==> config.mk <==
export PLATFORM = sky130hd
export DESIGN_NAME = seq_detect_prog
export DESIGN_NICKNAME = d
export VERILOG_FILES = /design/src/rtl/seq_detect_prog.sv
export SDC_FILE = /design/constraint.sdc
export NUM_CORES = 1
export LEC_CHECK = 0
export BUFFER_PORTS_ARGS = -buffer_cell sky130_fd_sc_hd__buf_2
export CAP_MARGIN = 10
export CELL_PAD_IN_SITES_DETAIL_PLACEMENT = 0
export CELL_PAD_IN_SITES_GLOBAL_PLACEMENT = 1
export CORE_AREA = 2 2 111 113
export CTS_CLUSTER_DIAMETER = 40
export DETAILED_ROUTE_END_ITERATION = 7
export DIE_AREA = 0 0 113 115
export GPL_TIMING_DRIVEN = 0
export PLACE_DENSITY_LB_ADDON = 0.2
export SYNTH_ARGS = -nofsm -noshare
export SYNTH_HDL_FRONTEND = slang
export SYNTH_SLANG_ARGS = --single-unit
export TNS_END_PERCENT = 5
==> constraint.sdc <==
create_clock -name clk -period 6 [get_ports clk]
set_input_delay 0.3 -clock clk [delete_from_list [all_inputs] [get_ports clk]]
set_output_delay 0.3 -clock clk [all_outputs]
set_load 0.01 [all_outputs]
==> src/rtl/seq_detect_prog.sv <==
// Run-time programmable serial pattern detector (Moore) with overlapping or
// non-overlapping matching and a saturating match counter.
module seq_detect_prog #(
  parameter int                 MAX_LEN     = 8,
  parameter int                 CNT_W       = 8,
  parameter logic [MAX_LEN-1:0] RST_PATTERN = 'h0B,
  parameter int                 RST_LEN     = 4,
  parameter bit                 RST_OVERLAP = 1'b1,
  localparam int                LEN_W       = $clog2(MAX_LEN + 1)
) (
  input  logic               clk,
  input  logic               reset,
  input  logic               x,
  input  logic               en,
  input  logic               cfg_load,
  input  logic [MAX_LEN-1:0] cfg_pattern,
  input  logic [LEN_W-1:0]   cfg_len,
  input  logic               cfg_overlap,
  input  logic               cnt_clr,
  output logic               z,
  output logic [CNT_W-1:0]   match_count,
  output logic [LEN_W-1:0]   cur_len
);

  localparam int IW = $clog2(MAX_LEN);

  typedef enum logic {
    RUN_NORMAL,
    RUN_RESTART
  } mode_t;

  logic [MAX_LEN-1:0] pat_q;
  logic [LEN_W-1:0]   len_q;
  logic               ovl_q;
  logic [LEN_W-1:0]   state;
  logic [CNT_W-1:0]   cnt;
  logic               z_q;
  logic [MAX_LEN-2:0] hist;

  logic [MAX_LEN-1:0] h;
  logic [LEN_W-1:0]   next_state;
  logic [LEN_W-1:0]   len_clamped;
  logic               prefix_ok;
  int                 idx;
  mode_t              mode;

  assign h = {hist, x};

  // Out-of-range lengths are folded into 1..MAX_LEN so the match state is always reachable.
  always_comb begin
    len_clamped = cfg_len;
    if (cfg_len == '0)
      len_clamped = LEN_W'(1);
    else if (cfg_len > LEN_W'(MAX_LEN))
      len_clamped = LEN_W'(MAX_LEN);
  end

  // Non-overlap after a full match restarts from scratch; otherwise take the
  // longest pattern prefix that is a suffix of the recent history (KMP-style).
  always_comb begin
    mode       = (state == len_q && !ovl_q) ? RUN_RESTART : RUN_NORMAL;
    next_state = '0;
    prefix_ok  = 1'b0;
    idx        = 0;
    if (mode == RUN_RESTART) begin
      next_state = (x == pat_q[IW'(len_q - LEN_W'(1))]) ? LEN_W'(1) : '0;
    end else begin
      for (int k = 1; k <= MAX_LEN; k++) begin
        prefix_ok = (k <= int'(state) + 1) && (k <= int'(len_q));
        for (int i = 0; i < MAX_LEN; i++) begin
          if (i < k) begin
            idx = int'(len_q) - k + i;
            if (idx < 0 || idx >= MAX_LEN)
              prefix_ok = 1'b0;
            else if (h[IW'(i)] != pat_q[IW'(idx)])
              prefix_ok = 1'b0;
          end
        end
        if (prefix_ok)
          next_state = LEN_W'(k);
      end
    end
  end

  // All state lives here; z is registered alongside the state it decodes.
  always_ff @(posedge clk or posedge reset) begin
    if (reset) begin
      pat_q <= RST_PATTERN;
      len_q <= LEN_W'(RST_LEN);
      ovl_q <= RST_OVERLAP;
      state <= '0;
      z_q   <= 1'b0;
      hist  <= '0;
      cnt   <= '0;
    end else begin
      if (cfg_load) begin
        pat_q <= cfg_pattern;
        len_q <= len_clamped;
        ovl_q <= cfg_overlap;
        state <= '0;
        z_q   <= 1'b0;
        hist  <= '0;
      end else if (en) begin
        state <= next_state;
        z_q   <= (next_state == len_q);
        hist  <= h[MAX_LEN-2:0];
      end

      if (cnt_clr)
        cnt <= '0;
      else if (!cfg_load && en && next_state == len_q && cnt != {CNT_W{1'b1}})
        cnt <= cnt + CNT_W'(1);
    end
  end

  assign z           = z_q;
  assign match_count = cnt;
  assign cur_len     = state;

endmodule

==> flow_results.org <==
** Worst setup path
- The signal on the critical path passes through buf_2 > buf_2 > inv_1 > ha_1 > xor2_4 > inv_1 > ha_1 > mux4_2 > mux2i_1 > xnor2_1 > nor2_1 > and3_1 > o21bai_1 > mux2_4 > a2111oi_4 > nand4_2 > or4_1 > a21oi_1.
- Critical path endpoint category :: flip-flop
- The largest single stage delay on the critical path is ~0.52 ns.
- Data on the critical path is required at its endpoint by about 6.2 ns.
- On the critical path the largest part of the delay comes from multiplexers.
- Crit path buffers/inverters :: 4
- Across all register-to-register paths, the minimum setup slack is 0.32 ns.
- STA classifies the critical path startpoint as a flip-flop.
- Largest fanout of any net on the critical path :: 10
- The slowest stage of the critical path belongs to the cell mux4_2.
- Data arrives at the worst endpoint at a little under 6 ns.
- Setup Crit Path Kind :: reg -> reg

** Logic synthesis
- The most used flip-flop cell after synthesis is dfrtp_1.
- For this run, the register share of the synthesized area comes to 0.182.
- Of the total synthesized cell area, the portion taken by AND, OR, NAND and NOR gates is 0.168.
- Of the post-synthesis cell area, the part taken by muxes is 0.206.
- Combinational family with the most area after synthesis :: multiplexers
- After synthesis, the mean cell area works out to 9.09 µm².
- Ranked by instance count, the synthesized netlist is headed by ha_1, mux2i_1, nor2_1.
- Of the total synthesized cell area, the portion taken by full adders, half adders and majority gates is 0.155.
- Of the total synthesized cell area, the portion taken by XOR and XNOR cells is 0.0923.
- The synthesized design contains 29 register bits.
- Post-synthesis instance area :: between 4000 and 5000 µm²
- Share of async-settable or async-resettable flops after synthesis :: 1.00
- Ranked by total cell area, the synthesized netlist is headed by ha_1, dfrtp_1, mux2i_1, mux4_2, xnor2_1.
- Share of Yosys cell area claimed by the top area cell type :: 0.155
- In the synthesized netlist, the number of instances is roughly 440.
- Most common cell in the netlist :: ha_1
- Number of distinct library cells after synthesis :: between 60 and 70
- Total of warnings raised by yosys :: 0
- Cell type contributing the most total cell area after synthesis :: ha_1
- The post-synthesis compound-gate area fraction was 0.140.
- In this run, synthesis inferred 0 flip-flops with an integrated enable.
- Synth Net Count :: approximately 510

** Route
- The final layout contains routed wiring with a total length of 11800 µm.
- Post-DRT Antenna Nets :: 0
- In the routed layout, each cell is associated on average with a via count of about 5.5.
- 1st-iter DRT viols :: 220
- In the routed design, unresolved DRC markers number 1.
- The detailed router placed around 3.5k vias in this run.
- After detailed routing, the average wire length per cell comes to 18.8 µm.
- The first detailed-routing pass ran for 7 iterations.

** Clock tree
- Num Clock Sinks :: 29
- CTS H-tree lvls :: 2
- Once the clock tree was built, the resizer swapped 3 gates to a different size.
- TritonCTS built the clock tree.
- Number of hold buffers added after cts :: 0
- Reg clk slew, reported paths :: approximately 0.05 ns
- The later pin in the worst-skew pair is clocked with a latency of ~0.27 ns.
- CTS placed an instance of clkbuf_16 at the clock tree root.
- Once the clock tree was built, the setup fixing pass inserted 0 buffers.
- Clock tree synthesis inserted a total of 5 buffers.
- Counting along the longest clock path gives a buffer depth of 2.

** Global routing
- Pin count of the biggest net entering global routing :: 30
- Global-route track usage on met2 :: 0.310
- Total routing resource utilization after global routing :: 0.187
- met2 is the most crowded layer.
- Wire length of the first global-routing pass :: ~19000 µm
- For met3 alone, demand over resource in global routing was 0.0227.
- Grt met1 use :: 0.266
- The number of antenna violations at the first check in global routing came to 0.
- Total grt overflow :: 0
- The via count of the first global-routing pass was about 3.5k.

** STA
- Actual transition at the worst max-transition pin :: just over 0.7 ns
- Setup violations remaining at the end of the flow were counted as 0.
- Worst rel slew slack :: 0.530
- Setup repair after global routing left no endpoint under its margin.
- Portion of the clock cycle consumed by the worst path in the final layout :: 0.946
- Final-layout setup total negative slack :: 0 ns
- On the final layout, the worst clock skew is 0.00610 ns.
- Top achievable clock speed :: 176 MHz
- Crit path time final :: ~5.7 ns
- Final Hold Fails :: 0
- The number of max-slew violations in the final report came to 0.

** Floorplan
- Floorplan die width :: between 100 and 150 µm
- In this run the vertical extent of the chip is between 100 and 150 µm.
- Die ar. :: 13000 µm²
- Placeable core area :: roughly 12000 µm²
- In this run the core area contains 40 standard-cell rows.
- Top-level I/O count :: 32
- Starting density of the core :: 0.341

** Place
- DP HPWL :: roughly 9000 µm
- Port Buffer Count :: 28
- Weighted congestion reported at the end of routability-driven placement :: approximately 0.9
- Post-detailed-placement cell area :: ~4300 µm²

** Pwr
- IR analysis of the VDD net gives a maximum drop of 171 µV.
- In this run the power density over the cells is ~210 nW/µm².
- Static leakage power :: just under 0.002 µW

** Cells and area
- Measured on the finished design, the core utilization comes to 0.387.
- Antenna diode count :: 0
- After routing the design area is between 4000 and 5000 µm².
- Relative to the synthesized area, the layout overhead comes to 13.5%.
- Of the cells placed in the final design, the portion with a size suffix greater than 1 is 0.196.
- Fill cells in the final layout number roughly 1.2k.
- The net count of the finished layout is between 500 and 600.

** Flow run
- The tool flagged a number of max-cap violations equal to 0.

** Hold path
- Worst Hold Class :: in -> async

** Run status
- Outcome :: finished, violations left
- The final reports fail on DRC.
-- cell families after synthesis --
kind of cell / after synthesis
multiplexers: 63
flip-flops: 29
AND/OR/NAND/NOR: 127
adder cells (fa/ha/maj): 50
buffers and inverters: 52
XOR/XNOR: 40
AO/OA/AOI/OAI: 82
-- layout make-up --
class / instances / area, µm² / area share
well taps: 147 / 184 / 0.0403
clock buffers: 7 / 143 / 0.0312
repair buffers: 29 / 168 / 0.0367
multi-input cells: 362 / 3080 / 0.675
inverters: 24 / 90.1 / 0.0197
plain buffers: 27 / 138 / 0.0301
flip-flops and latches: 29 / 733 / 0.161
clock inverters: 1 / 30.0 / 0.00658
-- power by group --
group	internal [µW]	total [µW]	switching, µW
Combinational	203	460	257
Sequential	209	229	19.5
Clock	207	290	83.3
-- registers in the layout, indices dropped and copies added (netlist names) --
signal and count:
cur_len 4, pat_q 8, len_q 4, ovl_q 1
match_count 8, hist 3, z 1
-- per-stage QoR --
step,hold slack (ns),setup WS (ns),std cells,power [µW]
detailed placement,0.499,-0.293,618,684
CTS,0.213,0.123,625,980
finish,0.000954,0.323,626,979
floorplan,0.365,1.02,443,572
global placement,0.498,-0.252,618,680
global route,0.0288,0.00161,626,1040
-- final timing paths --
check / startpoint / cells past startpoint / end
hold reg to reg: z / 1 / z
setup reg to reg: len_q[1] / 18 / match_count[5]
hold / removal: reset / 2 / pat_q[2]
min in group clk: cfg_len[3] / 2 / len_q[2]
max in group asynchronous: reset / 3 / ovl_q
setup / recovery: len_q[1] / 18 / match_count[5]
-- cells in the final DEF (no fill, tap or decap), types with 4 or more instances in the layout --
cell type	n
ha_1	50
buf_2	39
mux2i_1	36
nor2_1	33
nand2_1	25
inv_1	24
xnor2_1	24
dfrtp_1	23
o21ai_0	20
a21oi_1	18
mux4_2	14
clkbuf_1	13
xor2_1	13
mux2_2	11
nand2b_1	9
nor4_1	8
nand4_1	7
nand3_1	7
nor2b_1	6
o211ai_1	5
and3_1	5
clkbuf_16	5
dfstp_2	5
a211oi_1	4
nor3_1	4
a2111oi_0	4
or3_1	4
-- routing by layer --
metal	up-vias	share of wire
li1	1676	-
met5	-	0
met3	6	0.035
met2	88	0.47
met4	0	0.0079
met1	1699	0.48
Power figures use the tool's default switching activity.
